--- src/rtl/hssl_tx_link_keeper_if.sv ---
// Frame-source / transceiver-side signal bundle for the HSSL tx link keeper.
interface hssl_tx_link_keeper_if;
  logic [31:0] txdata_in;
  logic [3:0]  txkchr_in;
  logic        txvld_in;
  logic        txrdy_out;
  logic        link_ok_in;
  logic        stop_in;
  logic [31:0] tx_data_out;
  logic [3:0]  tx_charisk_out;
  logic [1:0]  state_out;
  logic [15:0] cc_cnt_out;

  modport master (
    output txdata_in, txkchr_in, txvld_in, link_ok_in, stop_in,
    input  txrdy_out, tx_data_out, tx_charisk_out, state_out, cc_cnt_out
  );

  modport slave (
    input  txdata_in, txkchr_in, txvld_in, link_ok_in, stop_in,
    output txrdy_out, tx_data_out, tx_charisk_out, state_out, cc_cnt_out
  );
endinterface

--- src/rtl/hssl_tx_link_keeper.sv ---
// HSSL transmit link keeper: comma alignment until local rx sync, then frame
// forwarding with periodic clock-correction bursts. Outputs are registered.
module hssl_tx_link_keeper #(
  parameter int          ALIGN_WORDS = 16,
  parameter int          CC_PERIOD   = 1024,
  parameter int          CC_LEN      = 4,
  parameter logic [31:0] COMMA_WORD  = 32'h5050_50bc,
  parameter logic [3:0]  COMMA_KCHR  = 4'b0001,
  parameter logic [31:0] CC_WORD     = 32'hf7f7_f7f7
) (
  input logic                  clk,
  input logic                  reset,
  hssl_tx_link_keeper_if.slave lnk
);
  localparam int AW = (ALIGN_WORDS > 1) ? $clog2(ALIGN_WORDS) : 1;
  localparam int PW = (CC_PERIOD > 1) ? $clog2(CC_PERIOD) : 1;
  localparam int BW = (CC_LEN > 1) ? $clog2(CC_LEN) : 1;
  localparam logic [AW-1:0] ALIGN_LAST = AW'(ALIGN_WORDS - 1);
  localparam logic [PW-1:0] PER_LAST   = PW'(CC_PERIOD - 1);
  localparam logic [BW-1:0] BURST_LAST = BW'(CC_LEN - 1);

  typedef enum logic [1:0] {
    DATA  = 2'b00,
    CC    = 2'b01,
    ALIGN = 2'b10
  } state_t;

  state_t        state, state_nxt;
  logic [AW-1:0] align_cnt, align_nxt;
  logic [PW-1:0] per_cnt, per_nxt;
  logic [BW-1:0] burst_cnt, burst_nxt;
  logic [15:0]   cc_cnt, cc_nxt;
  logic [31:0]   data_nxt;
  logic [3:0]    kchr_nxt;
  logic          hs;

  // Ready depends only on state and stop so it never loops back through txvld_in.
  assign lnk.txrdy_out  = (state == DATA) && !lnk.stop_in;
  assign hs             = lnk.txvld_in && lnk.txrdy_out;
  assign lnk.state_out  = state;
  assign lnk.cc_cnt_out = cc_cnt;

  // State, counters and the registered transceiver word.
  always_ff @(posedge clk or posedge reset) begin
    if (reset) begin
      state              <= ALIGN;
      align_cnt          <= '0;
      per_cnt            <= '0;
      burst_cnt          <= '0;
      cc_cnt             <= '0;
      lnk.tx_data_out    <= COMMA_WORD;
      lnk.tx_charisk_out <= COMMA_KCHR;
    end else begin
      state              <= state_nxt;
      align_cnt          <= align_nxt;
      per_cnt            <= per_nxt;
      burst_cnt          <= burst_nxt;
      cc_cnt             <= cc_nxt;
      lnk.tx_data_out    <= data_nxt;
      lnk.tx_charisk_out <= kchr_nxt;
    end
  end

  // Next-state, counter updates and next tx word; loss of sync overrides all.
  always_comb begin
    state_nxt = state;
    align_nxt = align_cnt;
    per_nxt   = per_cnt;
    burst_nxt = burst_cnt;
    cc_nxt    = cc_cnt;
    data_nxt  = COMMA_WORD;
    kchr_nxt  = COMMA_KCHR;
    case (state)
      ALIGN: begin
        // Counter saturates, so DATA follows as soon as link_ok rises late.
        if (align_cnt != ALIGN_LAST) begin
          align_nxt = align_cnt + AW'(1);
        end else if (lnk.link_ok_in) begin
          state_nxt = DATA;
          align_nxt = '0;
          per_nxt   = '0;
        end
      end
      DATA: begin
        if (hs) begin
          data_nxt = lnk.txdata_in;
          kchr_nxt = lnk.txkchr_in;
        end
        // Period keeps running while stopped so CC insertion never stalls.
        if (per_cnt == PER_LAST) begin
          state_nxt = CC;
          per_nxt   = '0;
        end else begin
          per_nxt = per_cnt + PW'(1);
        end
      end
      CC: begin
        data_nxt = CC_WORD;
        kchr_nxt = 4'b1111;
        if (burst_cnt == BURST_LAST) begin
          state_nxt = DATA;
          burst_nxt = '0;
          cc_nxt    = cc_cnt + 16'd1;
        end else begin
          burst_nxt = burst_cnt + BW'(1);
        end
      end
      default: state_nxt = ALIGN;
    endcase
    // Aborted bursts are not counted: cc_nxt falls back to the held value.
    if (state != ALIGN && !lnk.link_ok_in) begin
      state_nxt = ALIGN;
      align_nxt = '0;
      per_nxt   = '0;
      burst_nxt = '0;
      cc_nxt    = cc_cnt;
    end
  end
endmodule
--- src/flat_wrapper.sv ---
// flat-port wrapper written by rule: the top's interface ports become plain ports
module hssl_tx_link_keeper_flat 
#(
  parameter int          ALIGN_WORDS = 16,
  parameter int          CC_PERIOD   = 1024,
  parameter int          CC_LEN      = 4,
  parameter logic [31:0] COMMA_WORD  = 32'h5050_50bc,
  parameter logic [3:0]  COMMA_KCHR  = 4'b0001,
  parameter logic [31:0] CC_WORD     = 32'hf7f7_f7f7
)
  (clk, reset, lnk_txdata_in, lnk_txkchr_in, lnk_txvld_in, lnk_link_ok_in, lnk_stop_in, lnk_txrdy_out, lnk_tx_data_out, lnk_tx_charisk_out, lnk_state_out, lnk_cc_cnt_out);
  hssl_tx_link_keeper_if lnk_i ();
  input logic clk;
  input logic reset;
  input wire logic [$bits(lnk_i.txdata_in)-1:0] lnk_txdata_in;
  input wire logic [$bits(lnk_i.txkchr_in)-1:0] lnk_txkchr_in;
  input wire logic [$bits(lnk_i.txvld_in)-1:0] lnk_txvld_in;
  input wire logic [$bits(lnk_i.link_ok_in)-1:0] lnk_link_ok_in;
  input wire logic [$bits(lnk_i.stop_in)-1:0] lnk_stop_in;
  output wire logic [$bits(lnk_i.txrdy_out)-1:0] lnk_txrdy_out;
  output wire logic [$bits(lnk_i.tx_data_out)-1:0] lnk_tx_data_out;
  output wire logic [$bits(lnk_i.tx_charisk_out)-1:0] lnk_tx_charisk_out;
  output wire logic [$bits(lnk_i.state_out)-1:0] lnk_state_out;
  output wire logic [$bits(lnk_i.cc_cnt_out)-1:0] lnk_cc_cnt_out;
  assign lnk_i.txdata_in = lnk_txdata_in;
  assign lnk_i.txkchr_in = lnk_txkchr_in;
  assign lnk_i.txvld_in = lnk_txvld_in;
  assign lnk_i.link_ok_in = lnk_link_ok_in;
  assign lnk_i.stop_in = lnk_stop_in;
  assign lnk_txrdy_out = lnk_i.txrdy_out;
  assign lnk_tx_data_out = lnk_i.tx_data_out;
  assign lnk_tx_charisk_out = lnk_i.tx_charisk_out;
  assign lnk_state_out = lnk_i.state_out;
  assign lnk_cc_cnt_out = lnk_i.cc_cnt_out;
  hssl_tx_link_keeper #(.ALIGN_WORDS(ALIGN_WORDS), .CC_PERIOD(CC_PERIOD), .CC_LEN(CC_LEN), .COMMA_WORD(COMMA_WORD), .COMMA_KCHR(COMMA_KCHR), .CC_WORD(CC_WORD)) u_core (.clk(clk), .reset(reset), .lnk(lnk_i));
endmodule
--- config.mk ---
export PLATFORM = sky130hd
export DESIGN_NAME = hssl_tx_link_keeper_flat
export DESIGN_NICKNAME = d
export VERILOG_FILES = /design/src/rtl/hssl_tx_link_keeper_if.sv /design/src/rtl/hssl_tx_link_keeper.sv /design/src/flat_wrapper.sv
export SDC_FILE = /design/constraint.sdc
export NUM_CORES = 1
export LEC_CHECK = 0
export CORE_MARGIN = 5
export CORE_UTILIZATION = 38
export DETAILED_ROUTE_END_ITERATION = 8
export GPL_ROUTABILITY_DRIVEN = 0
export PLACE_DENSITY = 0.69
export SYNTH_ARGS = -nofsm -noshare
export SYNTH_HDL_FRONTEND = slang
export SYNTH_SLANG_ARGS = --single-unit
--- constraint.sdc ---
create_clock -name clk -period 2.58 [get_ports clk]
set_input_delay 0.645 -clock clk [delete_from_list [all_inputs] [get_ports clk]]
set_output_delay 0.645 -clock clk [all_outputs]
set_load 0.05 [all_outputs]
=== Word level (Yosys, flattened, before mapping) ===
Cells that the tools add are included.

* Add/subtract/negate cells: 4
* Multipliers: 0
* Div/mod/pow operators: 0
* Magnitude comparators: 0
* Equal/unequal tests: 10
* Shift-type cells: 0
* Mux-type cells: 22
* Bitwise logic cells: 1
* Reduce and logical (&&, ||, !) cells: 14

{| class="wikitable"
|+ Operators by type and width
! operator !! number
|-
| one-hot mux 32 bit (2 select lines) || 1
|-
| two-way mux 10 bit || 4
|-
| two-way mux 32 bit || 1
|-
| two-way mux 4 bit || 5
|-
| one-hot mux 10 bit (2 select lines) || 1
|-
| adder 16 x 1 -> 16 bit (second input constant) || 1
|-
| two-way mux 2 bit || 8
|-
| adder 10 x 1 -> 10 bit (second input constant) || 1
|-
| equality test 10 bit (second input constant) || 1
|-
| one-hot mux 4 bit (2 select lines) || 1
|-
| inequality test 3 bit (second input constant) || 2
|-
| one-hot mux 2 bit (3 select lines) || 1
|-
| AND reduction 3 bit || 2
|-
| nonzero test 3 bit || 2
|-
| adder 4 x 1 -> 4 bit (second input constant) || 1
|-
| equality test 2 bit (second input constant) || 2
|-
| inequality test 4 bit (second input constant) || 1
|-
| AND reduction 4 bit || 1
|-
| nonzero test 2 bit || 2
|-
| logical AND 1 bit || 3
|-
| inequality test 3 x 1 -> 1 bit (second input constant) || 1
|-
| inequality test 3 x 2 -> 1 bit (second input constant) || 1
|-
| adder 2 x 1 -> 2 bit (second input constant) || 1
|-
| equality test 2 x 1 -> 1 bit (second input constant) || 1
|-
| 5 further kinds || 6
|}

* Bits in registers: 70
* Latch bits: 0
* RAM bits: 0
* Memory bits (read-only): 0
* Bits of input ports: 41
* Output and inout bits: 55
* Word-level logic and storage cells: 58
* Memories kept: 0

=== Depth between registers and ports, before layout ===
Gate-level depths: netlist of the first run.

* Word-level depth: 5
* Depth in mapped cells: 6

=== Least setup slack after synthesis of the first run ===
Ideal clock, no wire load.

* Kind: input to register
* From: input lnk_stop_in
* To: register u_core.lnk.tx_charisk_out[2]
* Library setup time: 68 ps
* Arrival: 2528 ps
* Path slack: -16 ps
* Stages on the path: 6
* Cell sequence: nor3_1 and2_0 buf_2 buf_2 nand2_1 nand2_1

* Word-level cells in the longest chain between the ends: 5

{| class="wikitable"
|+ Ends and longest elaborated chain
! element !! line !! RTL
|-
| start: declaration || flat_wrapper.sv:19 || <nowiki>input wire logic [$bits(lnk_i.stop_in)-1:0] lnk_stop_in;</nowiki>
|-
| logical NOT 1 bit || hssl_tx_link_keeper.sv:38 || <nowiki>assign lnk.txrdy_out = (state == DATA) && !lnk.stop_in;</nowiki>
|-
| logical AND 1 bit || hssl_tx_link_keeper.sv:38 ||
|-
| logical AND 1 bit || hssl_tx_link_keeper.sv:39 || <nowiki>assign hs = lnk.txvld_in && lnk.txrdy_out;</nowiki>
|-
| two-way mux 4 bit || hssl_tx_link_keeper.sv:85 || <nowiki>if (hs) begin</nowiki>
|-
| one-hot mux 4 bit (2 select lines) || hssl_tx_link_keeper.sv:73 || <nowiki>case (state)</nowiki>
|-
| via u_core.kchr_nxt[2] || hssl_tx_link_keeper.sv:34 || <nowiki>logic [3:0] kchr_nxt;</nowiki>
|-
| end signal: assignment || hssl_tx_link_keeper.sv:60 || <nowiki>lnk.tx_charisk_out <= kchr_nxt;</nowiki>
|-
| end: declaration || hssl_tx_link_keeper_if.sv:21 || <nowiki>output txrdy_out, tx_data_out, tx_charisk_out, state_out, cc_cnt_out</nowiki>
|}

The timed path passes the listed nets, and every way through them passes these cells.
A chain may end at the register's enable or synchronous reset.

=== Worst setup path in the final report of the first run ===
* From: register u_core.state[1], in the netlist u_core.lnk.state_out[1]
* To: output lnk_state_out[1]

{| class="wikitable"
|+ RTL lines
! element !! line !! RTL
|-
| start: declaration || hssl_tx_link_keeper.sv:28 || <nowiki>state_t state, state_nxt;</nowiki>
|-
| start signal: assignment || hssl_tx_link_keeper.sv:54 || <nowiki>state <= state_nxt;</nowiki>
|-
| end: declaration || flat_wrapper.sv:23 || <nowiki>output wire logic [$bits(lnk_i.state_out)-1:0] lnk_state_out;</nowiki>
|}

No word-level cell between the ends.

==> results.cfg, run 1 <==
[synth]
ys_warn_count = 0
syn_area_per_cell_sq_um = 10.8
synth_nets = 313
syn_area_sq_um = 2900
syn_inst = 268
seq_area_frac_synth_pct = 61.0
synth.most_common_cell = nand2_1
synth_compound_area_share_pct = 8.63
yosys-top-cells-area = dfrtp_1 (49%), dfstp_2 (12%), nand2_1 (7.6%)
synthTopCellsByCount = nand2_1 (59), dfrtp_1 (57), nand2b_1 (14), o21ai_0 (14), xnor2_1 (14)
ys_types = 40
yosys.area_share.simple_pct = 20.5
synth_top_family_by_area = simple AND/OR/NAND/NOR gates
yosysTopAreaCell = dfrtp_1
synth_mux_area_share_pct = 0.690
synth-edff-count = 0
synth_fa_ha_area_share_pct = 1.73
synth_ff_type = dfrtp_1
synth_top_area_share_pct = 49.2
ys_async_sr_fraction_pct = 100
ys_ff_latch = 70
synthXorXnorAreaFrac_pct = 5.13

[route]
vias_per_cell = 4.73
drc = 0
drt-total-wl_um = 6700
drtAntennaViolNets = 0
routedWlPerCell_um = 14.1
num_vias = 2253
drt_first_iter_violations = 84
firstDrtPassIters = 4

[critical_path]
reg2regPathDepth = 5
cp-start-kind = flop
cp_top_family = buffers and inverters
rrSetupSlack_ns = 0.75
critPathRequiredTime_ns = 1.93
max_stage_delay_ns = 0.83
crit_type = flop to output pin
reg2reg_to = u_core.per_cnt[9]
cp_max_fo = 9
timing.rr.start = u_core.align_cnt[0]
endpoint_kind = output pin
path_cells = clkdlybuf4s50_1
crit_buf_inv = 1
slowest_stage = clkdlybuf4s50_1
arrival_ns = 1.78

[clocking]
cts_tree = built
postCtsSetupBuffers = 0
clockBufferDepth = 2
cts_hold_buf = 0
cts-resized-gates = 0
clk_pin_slew_ns = 0.08
tritoncts.num_buffers = 9
cts-root-buf = clkbuf_8
worstSkewPairLatency_ns = 0.34
htree_num_levels = 3
clkSinkCount = 70

[floorplanning]
die-area_sq_um = 9480
rows = 31
io_pins = 96
fp.dieW_um = 97.4
start_util_pct = 39.6
die_h_um = 97.4
fp.coreArea_sq_um = 7330

[place]
dp_hpwl_um = 4810
dp_slack_ns = 0.125
io_buffers = 95

[worst_hold_path]
min_path_type = flop to flop
hold_end = u_core.lnk.cc_cnt_out[15]
worstHoldPathCells = 1
hp-start = u_core.lnk.cc_cnt_out[15]

[power]
p_leak_nw = 1.92
peakVddDrop_v = 0.000406
power_density_nw_per_um2 = 664

[timing]
fin_crit_ns = 2.43
slew_viol_final = 0
tightest_slew_ns = 0.536
setup_viol = 0
grt_setup_unrepaired = false
fin_crit_sh_pct = 94.0
slew_headroom_pct = 64.2
fmax_ghz = 0.412
tns_ns = 0
setup_slack_ns = 0.154
finalClockSkew_ns = 0.00548
hold_viol = 0

[layout]
n_fill_cell = 612
syn2layout_area_growth_pct = 46.5
diodes = 0
drive_gt1_share_pct = 11.4
nets = 417

[global_route]
grt_pass1_wl_um = 11200
grt_max_degree = 71
overflow = 0
antenna_found_initial = 0
grt_pass1_vias = 2190
track_usage_pct = 14.7

[run_status]
status = complete, no violations

[flow_run]
maxCapViolations = 0
[per-stage QoR]
step / cell area, sq um / hold slack, ns / util (%) / power, mW / instances
after global routing: 4250 / 0.515 / 57.9 / 2.99 / 476
final: 4250 / 0.479 / 57.9 / 2.82 / 476
after detailed placement: 4030 / 0.469 / 54.9 / 1.86 / 460
after global placement: 4030 / 0.465 / 54.9 / 1.85 / 460
after floorplan: 2910 / 0.452 / - / 1.65 / 268
after CTS: 4250 / 0.480 / 57.9 / 2.86 / 476
[routing by layer]
| layer | global-route usage [%] | share of wire [%] | vias up | wire, um |
|---|---|---|---|---|
| met2 | 22.5 | 47 | 73 | 3180 |
| met5 | 0 | 0 | - | 0 |
| li1 | - | - | 1115 | - |
| met4 | 4.79 | 0.69 | 0 | 46 |
| met1 | 19.8 | 45 | 1060 | 3040 |
| met3 | 4.81 | 6.4 | 5 | 430 |
[cells by family (layout without fill, tap and decap cells)]
logic type,count (synthesis),count (layout)
and+or+nand+nor,123,123
DFF,70,70
AOI/OAI and AO/OA,36,36
xor gates and xnor gates,17,17
buffers and inverters,16,125
adders and majority gates,4,4
muxes,2,2
[worst max-delay path by stage]
stage                            start                   to  depth (start not counted)
2_1_floorplan                    reset  u_core.align_cnt[0]                          1
3_5_place_dp            lnk_link_ok_in    u_core.per_cnt[9]                          5
3_3_place_gp            lnk_link_ok_in    u_core.per_cnt[9]                          5
4_1_cts        u_core.lnk.state_out[1]     lnk_state_out[1]                          1
5_1_grt        u_core.lnk.state_out[1]     lnk_state_out[1]                          1
6_report       u_core.lnk.state_out[1]     lnk_state_out[1]                          1
[area by class of cell]
cell class | instances | area, sq um | share of cell area (%)
repair buffers | 102 | 1040 | 24.4
clock inverters | 6 | 93.8 | 2.21
inverters | 7 | 26.3 | 0.619
clock buffers | 10 | 128 | 3.00
well taps | 99 | 124 | 2.92
flip-flops and latches | 70 | 1770 | 41.6
multi-input cells | 182 | 1070 | 25.2
[state kept, by name (all words and copies together), names as in the netlist]
name and count:
u_core.lnk.tx_data_out 32, u_core.lnk.cc_cnt_out 16, u_core.per_cnt 10, u_core.align_cnt 4, u_core.lnk.tx_charisk_out 4, u_core.burst_cnt 2
u_core.lnk.state_out 2
[cells in the final DEF, fill, tap and decap left out, types with 2 or more instances in the layout]
cell type	instances
clkdlybuf4s50_1	94
nand2_1	59
dfrtp_1	57
nand2b_1	14
xnor2_1	14
o21ai_0	14
dfstp_2	13
nand3_1	12
nor2_1	9
clkbuf_8	9
nand4_1	8
inv_1	6
and3_1	5
a21oi_1	5
buf_4	5
ha_1	4
xor2_1	3
nor2b_1	3
a21o_1	3
buf_12	3
nor3_1	2
o31ai_1	2
or3_1	2
mux2i_1	2
a22oi_1	2
a2111oi_1	2
inv_6	2
bufinv_16	2
[report_power, final]
| group | internal (mW) | switching [mW] |
|---|---|---|
| sequential | 1.19 | 0.0792 |
| combinational | 0.249 | 0.323 |
| clock | 0.553 | 0.424 |
Power figures use the tool's default switching activity.
==> run 2: changes to the inputs <==
--- a/config.mk
+++ b/config.mk
@@ -6,10 +6,11 @@
 export NUM_CORES = 1
 export LEC_CHECK = 0
 export CORE_MARGIN = 5
-export CORE_UTILIZATION = 38
+export CORE_UTILIZATION = 45
 export DETAILED_ROUTE_END_ITERATION = 8
 export GPL_ROUTABILITY_DRIVEN = 0
-export PLACE_DENSITY = 0.69
+export PLACE_DENSITY = 0.8
+export SLEW_MARGIN = 25
 export SYNTH_ARGS = -nofsm -noshare
 export SYNTH_HDL_FRONTEND = slang
 export SYNTH_SLANG_ARGS = --single-unit
==> run 2 against run 1 <==
  * Non-clock buffer count did not move
  * Via count rose by 1.3%
  * Die area fell by 14%
  * Fmax grew 1.2%
  * Setup slack improved by 0.028 ns
  * Combinational power hardly changed
  * Clock-buffer cell count increased by 3
  * Utilization grew 8.3 points
  * Power is 5.3% lower
  * Critical path depth unchanged
==> results.cfg, run 2 (synthesis gave the netlist of run 1 again) <==
[run_status]
status = complete, no violations

[route]
drt_first_iter_violations = 128
drtAntennaViolNets = 0
routedWlPerCell_um = 14.9
firstDrtPassIters = 4
num_vias = 2283
drt-total-wl_um = 6750
drc = 0
vias_per_cell = 5.03

[clocking]
cts-resized-gates = 0
tritoncts.num_buffers = 9
worstSkewPairLatency_ns = 0.33
clk_pin_slew_ns = 0.07
clkSinkCount = 70
clockBufferDepth = 2
cts_tree = built
postCtsSetupBuffers = 0
cts-root-buf = clkbuf_8
htree_num_levels = 3
cts_hold_buf = 0

[layout]
fin_cells = 454
diodes = 0
nets = 417
syn2layout_area_growth_pct = 44.2
drive_gt1_share_pct = 11.4
regArea_sq_um = 1770
top_register = u_core.lnk.tx_data_out
largest_register_ffs = 32
final_common_cell = clkdlybuf4s50_1
fin_area_sq_um = 4180
n_fill_cell = 493
utilization_pct = 66.2
final_cell_mix = clkdlybuf4s50_1 (94), nand2_1 (59), dfrtp_1 (57)
multi_input_area_sq_um = 1070

[timing]
setup_slack_ns = 0.183
fin_crit_sh_pct = 92.9
slew_viol_final = 0
hold_viol = 0
tightest_slew_ns = 0.527
setup_viol = 0
fin_crit_ns = 2.40
finalClockSkew_ns = 0.00503
tns_ns = 0
holdWs_ns = 0.488
grt_setup_unrepaired = false
slew_headroom_pct = 64.8
fmax_ghz = 0.417

[worst_hold_path]
worstHoldPathCells = 1
min_path_type = flop to flop
hp-start = u_core.lnk.cc_cnt_out[15]
hold_end = u_core.lnk.cc_cnt_out[15]

[power]
peakVddDrop_v = 0.000616
total_power_mw = 2.67
power_density_nw_per_um2 = 639
p_leak_nw = 1.91

[global_route]
top_usage_layer = met2
use_met2_pct = 27.0
grt_pass1_wl_um = 11400
grt_pass1_vias = 2234
grt_use_met3_pct = 3.50
grt_use_met1_pct = 23.7
track_usage_pct = 17.2
grt_max_degree = 71
overflow = 0
antenna_found_initial = 0

[place]
placed_area_sq_um = 3990
dp_hpwl_um = 4800
dp_slack_ns = 0.132
io_buffers = 95
numPlacedInstances = 438

[critical_path]
reg2regPathDepth = 5
crit_buf_inv = 1
cp-start-kind = flop
endpoint_kind = output pin
timing.rr.start = u_core.align_cnt[0]
cp_top_family = buffers and inverters
cp_max_fo = 9
path_cells = clkdlybuf4s50_1
path_depth = 1
critPathRequiredTime_ns = 1.93
reg2reg_to = u_core.per_cnt[9]
crit_type = flop to output pin
slowest_stage = clkdlybuf4s50_1
rrSetupSlack_ns = 0.72
arrival_ns = 1.75
max_stage_delay_ns = 0.83

[floorplanning]
die-area_sq_um = 8150
io_pins = 96
rows = 29
fp.coreArea_sq_um = 6310
fp.dieW_um = 90.3
start_util_pct = 45.9
die_h_um = 90.3

[flow_run]
maxCapViolations = 0
run 2: report_power, final:
| part | internal [mW] | total, mW | switching (mW) |
|---|---|---|---|
| Combinational | 0.247 | 0.572 | 0.326 |
| Sequential | 1.19 | 1.27 | 0.0771 |
| Clock | 0.449 | 0.829 | 0.380 |
run 2: layout make-up:
class,count,area share (%)
Sequential cell,70,42.3
Multi-Input combinational cell,182,25.6
Timing Repair Buffer,102,24.5
Clock buffer,13,4.28
Tap cell,77,2.30
Inverter,7,0.628
Clock inverter,3,0.389
run 2: how the worst max path moves through the flow:
| stage | startpoint | to |
|---|---|---|
| after global placement | lnk_link_ok_in | u_core.per_cnt[9] |
| after detailed placement | lnk_link_ok_in | u_core.per_cnt[9] |
| after CTS | u_core.lnk.state_out[1] | lnk_state_out[1] |
| after floorplan | reset | u_core.align_cnt[0] |
| after global routing | u_core.lnk.state_out[1] | lnk_state_out[1] |
| final | u_core.lnk.state_out[1] | lnk_state_out[1] |
run 2: metal layers:
metal | wire length [um] | vias to the layer above | share of wire [%]
met3 | 414 | 6 | 6.1
met4 | 63 | 0 | 0.93
met5 | 0 | - | 0
met2 | 3260 | 78 | 48
met1 | 3000 | 1085 | 45
li1 | - | 1114 | -
run 2: worst reg2reg max path: stages, from the launching register on:
cell and delay (ns):
dfrtp_1 0.41, ha_1 0.24, nand4_1 0.18, a21o_1 0.30
or4_4 0.50, a22oi_2 0.15
==> run 3: changes to the inputs <==
--- a/config.mk
+++ b/config.mk
@@ -10,6 +10,7 @@
 export DETAILED_ROUTE_END_ITERATION = 8
 export GPL_ROUTABILITY_DRIVEN = 0
 export PLACE_DENSITY = 0.8
+export REMOVE_ABC_BUFFERS = 1
 export SLEW_MARGIN = 25
 export SYNTH_ARGS = -nofsm -noshare
 export SYNTH_HDL_FRONTEND = slang
==> run 3 against run 2 <==
  * Critical path depth stayed put
  * Clock skew is 0.0071 ns higher
  * Power is 5.5% higher
  * Non-clock buffer count is 3 higher
  * Sequential cell count stayed put
  * Clock power is 16% higher
  * Combinational power is 2% higher
  * Setup slack worse by 0.063 ns
  * Via count is 3.2% higher
  * Final area is 0.87% higher
  * Routed wire length is 2.9% higher
  * Highest routed layer unchanged
==> results.cfg, run 3 (synthesis gave the netlist of run 1 again) <==
[run_status]
status = complete, no violations

[clocking]
worstSkewPairLatency_ns = 0.35
htree_num_levels = 3
cts_hold_buf = 0
tritoncts.num_buffers = 9
clockBufferDepth = 2
clk_pin_slew_ns = 0.08
clkSinkCount = 70
cts-resized-gates = 0
cts-root-buf = clkbuf_8
postCtsSetupBuffers = 0
cts_tree = built

[layout]
final_common_cell = clkdlybuf4s50_1
top_register = u_core.lnk.tx_data_out
final_cell_mix = clkdlybuf4s50_1 (94), nand2_1 (59), dfrtp_1 (57)
nets = 420
n_fill_cell = 508
largest_register_ffs = 32
syn2layout_area_growth_pct = 45.4
diodes = 0
drive_gt1_share_pct = 11.8

[floorplanning]
fp.coreArea_sq_um = 6310
fp.dieW_um = 90.3
io_pins = 96
start_util_pct = 45.9
die_h_um = 90.3
rows = 29
die-area_sq_um = 8150

[critical_path]
slowest_stage = clkdlybuf4s50_1
crit_buf_inv = 1
crit_type = flop to output pin
critPathRequiredTime_ns = 1.93
path_cells = clkdlybuf4s50_1
endpoint_kind = output pin
max_stage_delay_ns = 0.83
arrival_ns = 1.82
cp-start-kind = flop
cp_max_fo = 9
cp_top_family = buffers and inverters

[timing]
slew_viol_final = 0
finalClockSkew_ns = 0.0122
tightest_slew_ns = 0.525
fin_crit_sh_pct = 95.3
fmax_ghz = 0.407
fin_crit_ns = 2.46
slew_headroom_pct = 64.9
setup_viol = 0
hold_viol = 0
setup_slack_ns = 0.120
holdWs_ns = 0.476
grt_setup_unrepaired = false

[global_route]
grt_pass1_wl_um = 11600
antenna_found_initial = 0
grt_pass1_vias = 2351
track_usage_pct = 17.6
overflow = 0
grt_max_degree = 35

[route]
drc = 0
vias_per_cell = 5.16
drtAntennaViolNets = 0
drt-total-wl_um = 6940
firstDrtPassIters = 4
drt_first_iter_violations = 47
num_vias = 2357
routedWlPerCell_um = 15.2

[power]
peakVddDrop_v = 0.000388
p_leak_nw = 1.93
power_density_nw_per_um2 = 668
total_power_mw = 2.82

[flow_run]
maxCapViolations = 0

[worst_hold_path]
min_path_type = flop to flop

[place]
dp_hpwl_um = 5000
io_buffers = 95
dp_slack_ns = 0.156
## run 3: final timing paths
| path | start | endpoint | slack, ns | cells after the start |
|---|---|---|---|---|
| worst min-delay path | u_core.lnk.cc_cnt_out[15] | u_core.lnk.cc_cnt_out[15] | 0.48 | 1 |
| max in group asynchronous | reset | u_core.lnk.tx_data_out[5] | 1.27 | 3 |
| min in group asynchronous | reset | u_core.lnk.cc_cnt_out[11] | 0.64 | 2 |
| worst min register to register | u_core.lnk.cc_cnt_out[15] | u_core.lnk.cc_cnt_out[15] | 0.48 | 1 |
| worst max register to register | u_core.align_cnt[0] | u_core.per_cnt[9] | 0.78 | 5 |
| worst max-delay path | u_core.lnk.state_out[1] | lnk_state_out[1] | 0.12 | 1 |
## run 3: stage by stage
step	util [%]	setup TNS (ns)	std cells	cell area [sq um]
after global routing	66.8	0	457	4220
after CTS	66.8	0	457	4220
after floorplan	-	-18.51	259	2860
after detailed placement	63.4	0	441	4000
after global placement	63.4	0	441	4000
final	66.8	0	457	4220
## run 3: power breakdown
part | switching [mW] | internal (mW)
clock network | 0.416 | 0.543
registers | 0.0817 | 1.19
logic | 0.334 | 0.252
## run 3: routing by layer
layer / vias to the layer above / GRT usage, % / wire length, um
met5: - / 0 / 0
met4: 0 / 7.94 / 138
met3: 11 / 4.42 / 465
met2: 83 / 28.8 / 3350
met1: 1145 / 21.9 / 2990
li1: 1118 / - / -
## run 3: area by class of cell
| type | instances | area, sq um | area share [%] |
|---|---|---|---|
| Sequential cell | 70 | 1770 | 41.9 |
| Clock buffer | 10 | 128 | 3.03 |
| Clock inverter | 6 | 86.3 | 2.05 |
| Multi-Input combinational cell | 182 | 1060 | 25.2 |
| Timing Repair Buffer | 105 | 1050 | 24.9 |
| Inverter | 7 | 26.3 | 0.623 |
| Tap cell | 77 | 96.3 | 2.28 |
